## src/rtl/vga_sync_gen.sv

```systemverilog
// VGA horizontal/vertical timing generator driven by a sampled divided pixel clock.
// The rising edge of dclk gives a one-clk pixel tick; all outputs are registered from next-state counts.
module vga_sync_gen #(
  parameter int H_VISIBLE = 640,
  parameter int H_FRONT   = 16,
  parameter int H_SYNC    = 96,
  parameter int H_BACK    = 48,
  parameter int V_VISIBLE = 480,
  parameter int V_FRONT   = 10,
  parameter int V_SYNC    = 2,
  parameter int V_BACK    = 33,
  parameter bit SYNC_POL  = 1'b0
) (
  input  logic       clk,
  input  logic       rst,
  input  logic       dclk,
  output logic       hsync,
  output logic       vsync,
  output logic       video_on,
  output logic [9:0] pixel_x,
  output logic [9:0] pixel_y,
  output logic       frame_start
);

  localparam int H_TOTAL = H_VISIBLE + H_FRONT + H_SYNC + H_BACK;
  localparam int V_TOTAL = V_VISIBLE + V_FRONT + V_SYNC + V_BACK;

  localparam logic [9:0] H_LAST   = 10'(H_TOTAL - 1);
  localparam logic [9:0] V_LAST   = 10'(V_TOTAL - 1);
  localparam logic [9:0] H_VIS    = 10'(H_VISIBLE);
  localparam logic [9:0] V_VIS    = 10'(V_VISIBLE);
  localparam logic [9:0] HS_FIRST = 10'(H_VISIBLE + H_FRONT);
  localparam logic [9:0] HS_LAST  = 10'(H_VISIBLE + H_FRONT + H_SYNC - 1);
  localparam logic [9:0] VS_FIRST = 10'(V_VISIBLE + V_FRONT);
  localparam logic [9:0] VS_LAST  = 10'(V_VISIBLE + V_FRONT + V_SYNC - 1);

  logic       dclk_q;
  logic       tick;
  logic [9:0] h_q, h_d;
  logic [9:0] v_q, v_d;
  logic       hsync_q, hsync_d;
  logic       vsync_q, vsync_d;
  logic       video_on_q, video_on_d;
  logic       frame_start_q, frame_start_d;

  assign tick = dclk & ~dclk_q;

  always_comb begin
    h_d = h_q;
    v_d = v_q;
    if (tick) begin
      if (h_q == H_LAST) begin
        h_d = '0;
        v_d = (v_q == V_LAST) ? '0 : v_q + 10'd1;
      end else begin
        h_d = h_q + 10'd1;
      end
    end
  end

  // Syncs and blanking come from the next-state counts so they land with the counters.
  always_comb begin
    hsync_d       = ((h_d >= HS_FIRST) && (h_d <= HS_LAST)) ? SYNC_POL : ~SYNC_POL;
    vsync_d       = ((v_d >= VS_FIRST) && (v_d <= VS_LAST)) ? SYNC_POL : ~SYNC_POL;
    video_on_d    = (h_d < H_VIS) && (v_d < V_VIS);
    frame_start_d = tick && (h_d == '0) && (v_d == '0);
  end

  always_ff @(posedge clk) begin
    if (rst) begin
      dclk_q        <= 1'b1;
      h_q           <= '0;
      v_q           <= '0;
      hsync_q       <= ~SYNC_POL;
      vsync_q       <= ~SYNC_POL;
      video_on_q    <= 1'b0;
      frame_start_q <= 1'b0;
    end else begin
      dclk_q        <= dclk;
      frame_start_q <= frame_start_d;
      if (tick) begin
        h_q        <= h_d;
        v_q        <= v_d;
        hsync_q    <= hsync_d;
        vsync_q    <= vsync_d;
        video_on_q <= video_on_d;
      end
    end
  end

  assign hsync       = hsync_q;
  assign vsync       = vsync_q;
  assign video_on    = video_on_q;
  assign pixel_x     = h_q;
  assign pixel_y     = v_q;
  assign frame_start = frame_start_q;

endmodule

```

## config.mk

```make
export PLATFORM = sky130hd
export DESIGN_NAME = vga_sync_gen
export DESIGN_NICKNAME = d
export VERILOG_FILES = /design/src/rtl/vga_sync_gen.sv
export SDC_FILE = /design/constraint.sdc
export NUM_CORES = 1
export LEC_CHECK = 0
export BUFFER_PORTS_ARGS = -buffer_cell sky130_fd_sc_hd__buf_2
export CAP_MARGIN = 20
export CORE_MARGIN = 3
export CORE_UTILIZATION = 59
export CTS_CLUSTER_DIAMETER = 40
export DETAILED_ROUTE_END_ITERATION = 10
export PLACE_DENSITY_LB_ADDON = 0.08
export SLEW_MARGIN = 20
export SYNTH_ARGS = -nofsm -noshare
export SYNTH_HDL_FRONTEND = slang
export SYNTH_SLANG_ARGS = --single-unit
```

## constraint.sdc

```tcl
create_clock -name clk -period 5.4 [get_ports clk]
set_input_delay 0.81 -clock clk [delete_from_list [all_inputs] [get_ports clk]]
set_output_delay 0.81 -clock clk [all_outputs]
set_load 0.02 [all_outputs]
```

==> impl_metrics.toml <==
[setup_path]
worst-r2r-cell-count = 7
critical_path.startpoint = "pixel_x[0]"
worstSetupEndpointType = "flip-flop"
r2r_end = "frame_start"
timing.critical_path.to = "frame_start"
worst-path-max-fanout = 19
setup.reg_to_reg.worst_slack_ns = 2.63
timing.rr.start = "pixel_x[0]"
cp_data_arrival_time_ns = 2.99
setup.worst_path.start_class = "flip-flop"
critPathKind = "reg2reg"
required_time_of_the_worst_setup_path_ns = 5.62

[timing]
min_period_over_period = 0.5126
drv_slew = 0
grt_setup_unrepaired = "no"
setup_tns_ns = 0
clock_skew_ns = 0.01563
clock.fmax_mhz = 361.2
max_slew_margin = 0.4023
finalSetupViolCount = 0
tightestPinTransition_ns = 0.8899
period_needed_ns = 2.768
report.final.hold_viol_count = 0

[synthesis]
synth_warnings = 0
post_synthesis_register_bit_count = 25
synth-main-ff-cell = "dfxtp_1"
synthCells = 196
mapped_cell_area_sq_um = 1567
synth-async-reset-ratio = 0
post_synth.cell_area_avg_sq_um = 7.992
synth_edf_count = 0
ys_seq_area_frac = 0.3195
synth_cell_types = 50
synth.net_count = 202

[clocking]
tritoncts_clock_tree = "yes"
cts.path.max_buffers = 2
clock-root-buffer = "clkbuf_4"
clock_tree.htree_level_count = 1
post-cts-setup-buffer-count = 0
cts_made_buffers = 3
postCtsHoldBufs = 0
clkTransAtPathRegs_ns = 0.15
numClockSinks = 25
postCtsResizedCells = 0
worstSkewPairLatency_ns = 0.33

[detailed_routing]
routed_wire_length_per_instance_um = 15.89
vias_per_cell = 6.384
drc = 0
num_vias = 1564
detail_route.wirelength_um = 3892
drtPass1Iterations = 4
drtAntennaViolNets = 0
drt_iter0_drc = 87

[floorplanning]
die_width_um = 57.53
ios = 27
die_h_um = 57.53
placement_rows = 18
core-area_sq_um = 2500
initial_util = 0.6266
die_area_sq_um = 3309

[global_route]
maximum_number_of_pins_on_one_net_before_global_route_repair = 27
antenna_found_initial = 0
total_overflow_reported_by_the_global_router = 0
grt.met2_usage = 0.4258
globalRouteTotalUtil = 0.2492
gr-usage-met3 = 0.02715
grt.busiest_layer = "met2"
groute.layer.met1.usage = 0.3361
number_of_global_route_vias_before_repair = 1368
grt_pass1_wl_um = 6541

[power_and_ir_drop]
static-leakage-power_nw = 0.6544
pwr_density_cell_nw_per_um2 = 172.7
ir_worst_vdd_v = 0.0001326
power.total_uw = 295.4

[run]
count_of_maximum_capacitance_violations = 0

[run_status]
outcome = "finished, final reports clean"

[placed_design]
gp_routability_congestion = 0.9506
placement.io_buffers = 26
detailed_place_hpwl_um = 2871

[finish]
n_antenna_cell = 0
filler_cells_inserted = 224
finish.net_count = 222
sequential_cell_area_sq_um = 500.5
area.growth.synth_to_final_pct = 9.185
drive_gt1_frac = 0.1721
multi_input_area_sq_um = 989.7

[min_path]
worst_hold_path_type = "reg2reg"
==> flip-flops by register name, indices dropped and copies added, names as in the netlist <==
signal / flops
pixel_x: 10
video_on: 1
dclk_q: 1
hsync: 1
frame_start: 1
vsync: 1
pixel_y: 10
==> Yosys cell counts, types with 4 or more instances <==
cell / count / area [sq um]
a21oi_1: 12 / 60.06
and3_1: 5 / 31.28
buf_2: 4 / 20.02
clkbuf_1: 7 / 26.28
dfxtp_1: 25 / 500.5
inv_1: 5 / 18.77
nand2_1: 12 / 45.04
nand3_1: 4 / 20.02
nand3b_1: 5 / 37.54
nand4_1: 11 / 68.82
nor2_1: 26 / 97.59
nor3_1: 9 / 45.04
o21ai_0: 5 / 25.02
xnor2_1: 5 / 43.79
xor2_1: 6 / 52.55
==> worst max-delay path, cell delays in order (launching register included) <==
cell and delay (ns):
dfxtp_1 0.44, ha_1 0.25, nand3_1 0.29, nor4_4 0.76, nand4_1 0.19, xor2_1 0.27
nand4_1 0.15, nor4_2 0.31
==> cells by family (layout without fill, tap and decap cells) <==
group | after synthesis | after routing | share of synthesized area
AO/OA/AOI/OAI | 41 | 41 | 0.1685
XOR/XNOR | 11 | 11 | 0.06150
adder cells (fa/ha/maj) | 3 | 3 | 0.02396
buffers and inverters | 17 | 36 | 0.04873
flip-flops | 25 | 25 | 0.3195
AND/OR/NAND/NOR | 99 | 99 | 0.3778
==> placed cells by master (no fill, tap or decap), types with 4 or more instances in the layout <==
cell type	instances
nor2_1	26
buf_2	26
dfxtp_1	25
nand2_1	12
a21oi_1	12
nand4_1	11
nor3_1	9
xor2_1	6
inv_1	5
nand3b_1	5
xnor2_1	5
and3_1	5
o21ai_0	5
nand3_1	4
==> per-stage QoR <==
stage | cells | setup slack [ns] | hold WS, ns | utilization | cell area [sq um]
after global placement | 241 | 2.588 | 0.4471 | 0.6737 | 1684
after global routing | 245 | 2.332 | 0.5002 | 0.6842 | 1710
after detailed placement | 241 | 2.495 | 0.4572 | 0.6737 | 1684
after floorplan | 196 | 3.139 | 0.5296 | - | 1567
final | 245 | 2.632 | 0.4827 | 0.6842 | 1710
after CTS | 245 | 2.679 | 0.4815 | 0.6842 | 1710
==> layer usage <==
metal | routed length, um | part of all wire | up-vias
met5 | 0 | 0 | -
met4 | 42 | 0.011 | 0
met3 | 181 | 0.047 | 6
met2 | 1985 | 0.51 | 45
met1 | 1682 | 0.43 | 753
li1 | - | - | 760
==> power breakdown <==
group          switching (mW)  internal (mW)
sequential            0.00255          0.187
combinational          0.0128        0.00684
clock                  0.0575         0.0289
total                  0.0729          0.222
==> worst min path at each step <==
stage / from / end / slack [ns] / cells past startpoint
detailed placement: video_on / video_on / 0.46 / 2
CTS: video_on / video_on / 0.48 / 2
finish: video_on / video_on / 0.48 / 2
global route: video_on / video_on / 0.50 / 2
floorplan: video_on / video_on / 0.53 / 2
global placement: video_on / video_on / 0.45 / 2
==> layout make-up <==
class / instances / area share
multi-input cells: 154 / 0.5786
flip-flops and latches: 25 / 0.2926
repair buffers: 27 / 0.08047
well taps: 30 / 0.02195
clock buffers: 4 / 0.01536
inverters: 5 / 0.01097
Note: power is estimated with default switching activity, not from simulation.
